[src/rtl/volume_pkg.sv]
// volume_pkg: shared types and helpers for the multi-channel volume controller
package volume_pkg;
  typedef enum logic [1:0] {IDLE, WAIT_HOLD, REPEAT} state_e;
  typedef enum logic {DIR_UP, DIR_DOWN} dir_e;
  function automatic int unity(input int lw);
    return 1 << (lw - 1);
  endfunction
  function automatic logic signed [63:0] saturate(input logic signed [63:0] v, input int w);
    logic signed [63:0] hi, lo;
    hi = (64'sd1 <<< (w - 1)) - 64'sd1;
    lo = -(64'sd1 <<< (w - 1));
    return v > hi ? hi : v < lo ? lo : v;
  endfunction
endpackage

[src/rtl/vol_button_fsm.sv]
// vol_button_fsm: button edge detection with hold/auto-repeat producing step pulses
module vol_button_fsm
  import volume_pkg::*;
#(
  parameter int HOLD_CYCLES   = 8,
  parameter int REPEAT_CYCLES = 4
) (
  input  logic Clk,
  input  logic Reset,
  input  logic Vol_up,
  input  logic Vol_down,
  output logic step_up,
  output logic step_down
);
  localparam int CNT_W = $clog2(HOLD_CYCLES + REPEAT_CYCLES) + 1;
  state_e state_q, state_d;
  dir_e dir_q, dir_d;
  logic [CNT_W-1:0] cnt_q, cnt_d;
  logic up_prev_q, dn_prev_q;
  logic up_rise, dn_rise, held, hit, step;
  always_comb begin
    up_rise = Vol_up && !up_prev_q;
    dn_rise = Vol_down && !dn_prev_q;
    held = (dir_q == DIR_UP) ? Vol_up : Vol_down;
    hit = cnt_q == CNT_W'(state_q == WAIT_HOLD ? HOLD_CYCLES - 1 : REPEAT_CYCLES - 1);
    state_d = state_q;
    dir_d = dir_q;
    cnt_d = cnt_q;
    step = 1'b0;
    if (Vol_up && Vol_down) begin
      state_d = IDLE;
    end else if (state_q == IDLE) begin
      if (up_rise || dn_rise) begin
        step = 1'b1;
        dir_d = up_rise ? DIR_UP : DIR_DOWN;
        cnt_d = '0;
        state_d = WAIT_HOLD;
      end
    end else if (!held) begin
      state_d = IDLE;
    end else if (hit) begin
      step = 1'b1;
      cnt_d = '0;
      state_d = REPEAT;
    end else begin
      cnt_d = cnt_q + 1'b1;
    end
    step_up = step && dir_d == DIR_UP;
    step_down = step && dir_d == DIR_DOWN;
  end
  always_ff @(posedge Clk) begin
    if (Reset) begin
      state_q <= IDLE;
      dir_q <= DIR_UP;
      cnt_q <= '0;
      up_prev_q <= 1'b0;
      dn_prev_q <= 1'b0;
    end else begin
      state_q <= state_d;
      dir_q <= dir_d;
      cnt_q <= cnt_d;
      up_prev_q <= Vol_up;
      dn_prev_q <= Vol_down;
    end
  end
endmodule

[src/rtl/volume_ctrl_mc.sv]
// volume_ctrl_mc: per-channel volume levels, mute flags and saturating gain pipeline
module volume_ctrl_mc
  import volume_pkg::*;
#(
  parameter int CHANNELS      = 2,
  parameter int SAMPLE_W      = 16,
  parameter int LEVEL_W       = 4,
  parameter int RESET_LEVEL   = 8,
  parameter int HOLD_CYCLES   = 8,
  parameter int REPEAT_CYCLES = 4,
  localparam int CH_W         = $clog2(CHANNELS)
) (
  input  logic                       Clk,
  input  logic                       Reset,
  input  logic                       Vol_up,
  input  logic                       Vol_down,
  input  logic                       Mute,
  input  logic [CH_W-1:0]            Ch_sel,
  input  logic signed [SAMPLE_W-1:0] Data_in,
  input  logic                       In_valid,
  input  logic [CH_W-1:0]            In_ch,
  output logic signed [SAMPLE_W-1:0] Data_out,
  output logic                       Out_valid,
  output logic [CH_W-1:0]            Out_ch,
  output logic [LEVEL_W-1:0]         hex_vol,
  output logic [CHANNELS-1:0]        Muted
);
  localparam int PW = SAMPLE_W + LEVEL_W + 1;
  localparam int SHIFT = $clog2(unity(LEVEL_W));
  logic step_up, step_down;
  logic [LEVEL_W-1:0] level_q [CHANNELS];
  logic [LEVEL_W-1:0] level_d [CHANNELS];
  logic [CHANNELS-1:0] muted_q, muted_d;
  logic mute_prev_q;
  logic [LEVEL_W-1:0] hex_q, sel_lvl;
  logic s1_valid_q, out_valid_q;
  logic signed [SAMPLE_W-1:0] s1_data_q, data_q, data_d;
  logic [CH_W-1:0] s1_ch_q, out_ch_q, out_ch_d;
  logic [LEVEL_W-1:0] s1_gain_q, gain_d;
  logic signed [PW-1:0] prod;
  vol_button_fsm #(
    .HOLD_CYCLES  (HOLD_CYCLES),
    .REPEAT_CYCLES(REPEAT_CYCLES)
  ) u_fsm (
    .Clk      (Clk),
    .Reset    (Reset),
    .Vol_up   (Vol_up),
    .Vol_down (Vol_down),
    .step_up  (step_up),
    .step_down(step_down)
  );
  always_comb begin
    sel_lvl = level_q[Ch_sel];
    level_d = level_q;
    level_d[Ch_sel] = (step_up && sel_lvl != '1) ? sel_lvl + 1'b1 :
                      (step_down && sel_lvl != '0) ? sel_lvl - 1'b1 : sel_lvl;
    muted_d = muted_q ^ (CHANNELS'(Mute && !mute_prev_q) << Ch_sel);
    // gain is captured from the pre-update level so a same-cycle step never affects this sample
    gain_d = muted_q[In_ch] ? '0 : level_q[In_ch];
    prod = PW'(s1_data_q) * PW'($signed({1'b0, s1_gain_q}));
    data_d = s1_valid_q ? SAMPLE_W'(saturate(64'(prod >>> SHIFT), SAMPLE_W)) : data_q;
    out_ch_d = s1_valid_q ? s1_ch_q : out_ch_q;
  end
  always_ff @(posedge Clk) begin
    if (Reset) begin
      level_q <= '{default: LEVEL_W'(RESET_LEVEL)};
      muted_q <= '0;
      mute_prev_q <= 1'b0;
      hex_q <= LEVEL_W'(RESET_LEVEL);
      s1_valid_q <= 1'b0;
      s1_data_q <= '0;
      s1_ch_q <= '0;
      s1_gain_q <= '0;
      out_valid_q <= 1'b0;
      data_q <= '0;
      out_ch_q <= '0;
    end else begin
      level_q <= level_d;
      muted_q <= muted_d;
      mute_prev_q <= Mute;
      hex_q <= sel_lvl;
      s1_valid_q <= In_valid;
      s1_data_q <= Data_in;
      s1_ch_q <= In_ch;
      s1_gain_q <= gain_d;
      out_valid_q <= s1_valid_q;
      data_q <= data_d;
      out_ch_q <= out_ch_d;
    end
  end
  assign Data_out = data_q;
  assign Out_valid = out_valid_q;
  assign Out_ch = out_ch_q;
  assign hex_vol = hex_q;
  assign Muted = muted_q;
endmodule

[config.mk]
export PLATFORM = sky130hd
export DESIGN_NAME = volume_ctrl_mc
export DESIGN_NICKNAME = d
export VERILOG_FILES = /design/src/rtl/volume_pkg.sv /design/src/rtl/vol_button_fsm.sv /design/src/rtl/volume_ctrl_mc.sv
export SDC_FILE = /design/constraint.sdc
export NUM_CORES = 1
export LEC_CHECK = 0
export ABC_AREA = 0
export ABC_CLOCK_PERIOD_IN_PS = 4400
export BUFFER_PORTS_ARGS = -buffer_cell sky130_fd_sc_hd__buf_2
export CAP_MARGIN = 20
export CORE_MARGIN = 2
export CORE_UTILIZATION = 50
export CTS_CLUSTER_SIZE = 10
export DETAILED_ROUTE_END_ITERATION = 10
export PLACE_DENSITY = 0.72
export SETUP_SLACK_MARGIN = 0.05
export SYNTH_ARGS = -nofsm -noshare
export SYNTH_HDL_FRONTEND = slang
export SYNTH_HIERARCHICAL = 1
export SYNTH_SLANG_ARGS = --single-unit
[constraint.sdc]
create_clock -name Clk -period 4.4 [get_ports Clk]
set_input_delay 0 -clock Clk [delete_from_list [all_inputs] [get_ports Clk]]
set_output_delay 0 -clock Clk [all_outputs]
set_load 0.02 [all_outputs]
==> run metrics <==
status=finished, final reports clean; cells along the critical path=buf_6 > and2_4 > ha_4 > fa_1 > inv_1 > fa_1 > inv_1 > ha_1 > a21o_1 > a221oi_4 > nand3_2 > a21o_1 > a2111oi_4 > nor3_4 > buf_6 > o2bb2a_2 > o21ai_2; CTS sink count=65; Post-DP HPWL=8060 um; top_reg_cell synth=dfxtp_1; row cnt=36; Post-Syn Instances=589; sequential power share=0.420; layout cell share with drive strength beyond 1=0.254; Synth Area in Compound Gates=0.177; mux share of post-synthesis cell area=0.0181; synthesis-stage register bit count=65; die width=105 um; Pleak=around 0.0029 uW; CTS tree=yes; Synth cell types=74; routed wl met2=~5500 um; Max Fanout on Critical Path=8; RD Place Congestion=0.845; Initial DRC Count=173; grt ovf=0; DR WL/cell=14.3 um; drt via density=5.34; Chip Height=105 um; clock slew at reported path FFs=0.08 ns; # IOs=48; GRT Overall Usage=0.202; Net Sw Frac=0.340; EDFF count, synth=0; Layout Nets=770; worst setup margin=0.132 ns; Int Pwr=around 1000 uW; Fill cells=~770; final hold vios=0; final setup vio count=0; sequential fraction of the synthesis area=0.254; DRT met1 WL=~5400 um; most common cell after layout, fill and taps aside=inv_1; Post-Synth XOR/XNOR Area=0.0374; vias=4322; drt pass-1 iters=4; synthesized area per cell=8.69 um2; relative slew slack=0.413; Sw Pwr=533 uW; Port Buffer Count=47; Critical-path top delay cell=fa_1; critical path class=reg2reg; Top Metal Used=met4; clk_lat worst skew=0.37 ns; initial antenna violation count=0; pre-CTS setup slack=-0.109 ns; first-pass GRT wire length=18200 um; simple-gate share of the synthesized area=0.204; max-cap viol count=0; main combinational cell family by area after synthesis=adder cells; post-route minimum period=4.27 ns; CTS Buf Count=9; Root Buffer=clkbuf_8; Comb pwr share=0.254; crit end category=flop; overall power=1570 uW; vias in the first global route=just over 4k; Data arrival, critical path=4.52 ns; Starting Density=0.519; fmax=between 200 and 250 MHz; Setup Skew=0.0115 ns; Die ar.=11100 um2; clk buf depth=2; Worst path max stage delay=0.53 ns; Hold Path Class=in2reg; Core Region=a little under 10000 um2; Post-Syn Nets=687; Worst Path Required=4.66 ns; most frequent cells in the layout=79 x inv_1, 58 x dfxtp_1, 48 x nand2_1, 47 x buf_2, 39 x and2_1; post-synthesis cell area=5120 um2; Slew @ Worst Pin=0.881 ns; Clk pwr share=0.326; Adder-Cell Fraction of Synth Area=0.229; crit path launch type=flop; Async SR Flop Fraction=0; antenna viol nets, final=0; antenna cell count=0; H-tree Lvls=3; area grow syn2layout=24.5%; drt drc=0; fin crit share=0.970; synth warn=6; Routed WL=roughly 12000 um; Worst VDD drop=approximately 0.14 mV; Cell Pwr Density=between 200 and 250 nW/um2; final-report max-slew violation count=0; met3 WL=~340 um; largest net degree at the start of global routing=47
-- cells by family (layout without fill, tap and decap cells) --
group | Yosys count | after routing
compound gates | 126 | 127
xor+xnor | 21 | 21
flops | 65 | 65
fa+ha+maj | 74 | 74
simple gates | 193 | 193
mux | 9 | 9
buf+inv | 101 | 188
-- layout make-up --
| cell class | count | area, um2 | share of cell area |
|---|---|---|---|
| timing repair buffer | 88 | 622 | 0.0975 |
| inverter | 84 | 315 | 0.0494 |
| tap | 133 | 166 | 0.0261 |
| multi-input combinational | 424 | 3770 | 0.591 |
| sequential | 65 | 1320 | 0.206 |
| clock inverter | 5 | 40.0 | 0.00628 |
| clock buffer | 11 | 151 | 0.0237 |
-- critical path, delay by kind of cell (launching register included) --
kind                     cells  cell delay (ns)
buffers and inverters        4             0.39
adder cells (fa/ha/maj)      4             1.49
AND/OR/NAND/NOR              3             0.34
flip-flops                   1             0.37
AO/OA/AOI/OAI                6             1.54
-- flip-flops by register name, indices dropped and copies added (netlist names), 2 cells and up --
signal / flops
Muted: 2
hex_vol: 4
u_fsm/cnt_q: 5
s1_gain_q: 4
s1_data_q: 16
Data_out: 16
level_q: 8
u_fsm/state_q: 2
-- synth_stat cells, drive strengths merged, types with 2 or more instances --
| library cell | number | share of area |
|---|---|---|
| nand2b | 4 | 0.0049 |
| nor3b | 3 | 0.0054 |
| a31oi | 3 | 0.0037 |
| ha | 41 | 0.10 |
| mux2i | 7 | 0.014 |
| nor3 | 6 | 0.0090 |
| or3 | 5 | 0.0061 |
| o21ai | 35 | 0.044 |
| a221oi | 2 | 0.0068 |
| a21o | 6 | 0.0090 |
| nor2b | 25 | 0.031 |
| a21oi | 40 | 0.040 |
| a41oi | 2 | 0.0034 |
| nand2 | 49 | 0.036 |
| dfxtp | 65 | 0.25 |
| mux2 | 2 | 0.0044 |
| a311oi | 3 | 0.0051 |
| and3 | 7 | 0.011 |
| a211oi | 3 | 0.0068 |
| a22oi | 2 | 0.0029 |
| inv | 84 | 0.062 |
| buf | 6 | 0.0098 |
| o32a | 4 | 0.0078 |
| nand3 | 10 | 0.011 |
| o31ai | 2 | 0.0039 |
| xnor2 | 13 | 0.024 |
| clkbuf | 10 | 0.0073 |
| o211ai | 2 | 0.0029 |
| a31o | 2 | 0.0034 |
| nand3b | 2 | 0.0029 |
| o21a | 8 | 0.012 |
| fa | 33 | 0.13 |
| and2 | 45 | 0.055 |
| nor2 | 30 | 0.022 |
| a22o | 2 | 0.0037 |
| xor2 | 8 | 0.014 |
-- worst paths after layout --
check / start / endpoint / slack, ns / cells past startpoint
max: s1_gain_q[2] / Data_out[11] / 0.13 / 17
min reg2reg: Data_out[9] / Data_out[9] / 0.46 / 2
max reg2reg: s1_gain_q[2] / Data_out[11] / 0.13 / 17
min: Ch_sel / level_q[1] / 0.02 / 3
-- layer usage --
layer	GRT usage	vias up
met2	0.338	81
met5	0	-
li1	-	2120
met1	0.254	2092
met4	0.0981	0
met3	0.0293	29
-- repair_timing --
action | in CTS | in global routing
setup buffers | 0 | 6
endpoints found under the hold margin | 24 | 0
pin swaps | 0 | 37
setup endpoints to repair | 14 | 16
hold buffers | 21 | 0
resized for setup | 6 | 72
gates cloned | 0 | 2
-- power groups by stage --
stage	registers [uW]	logic [uW]	clock network [uW]
5_1_grt	665	437	539
3_3_place_gp	669	324	0
4_1_cts	659	353	516
6_report	660	398	512
2_1_floorplan	677	237	0
3_5_place_dp	672	331	0
-- per-stage QoR --
| stage | hold WS (ns) | cell area [um2] | cells | setup TNS [ns] | utilization |
|---|---|---|---|---|---|
| finish | 0.0241 | 6380 | 810 | 0 | 0.646 |
| global route | 0.0442 | 6380 | 810 | -0.0127 | 0.646 |
| CTS | 0.0219 | 5960 | 802 | 0 | 0.604 |
| detailed placement | 0.212 | 5520 | 765 | -0.864 | 0.560 |
| global placement | 0.207 | 5520 | 765 | -0.155 | 0.560 |
| floorplan | 0.0667 | 5120 | 589 | 0 | - |
(Power assumes the default switching activity.)
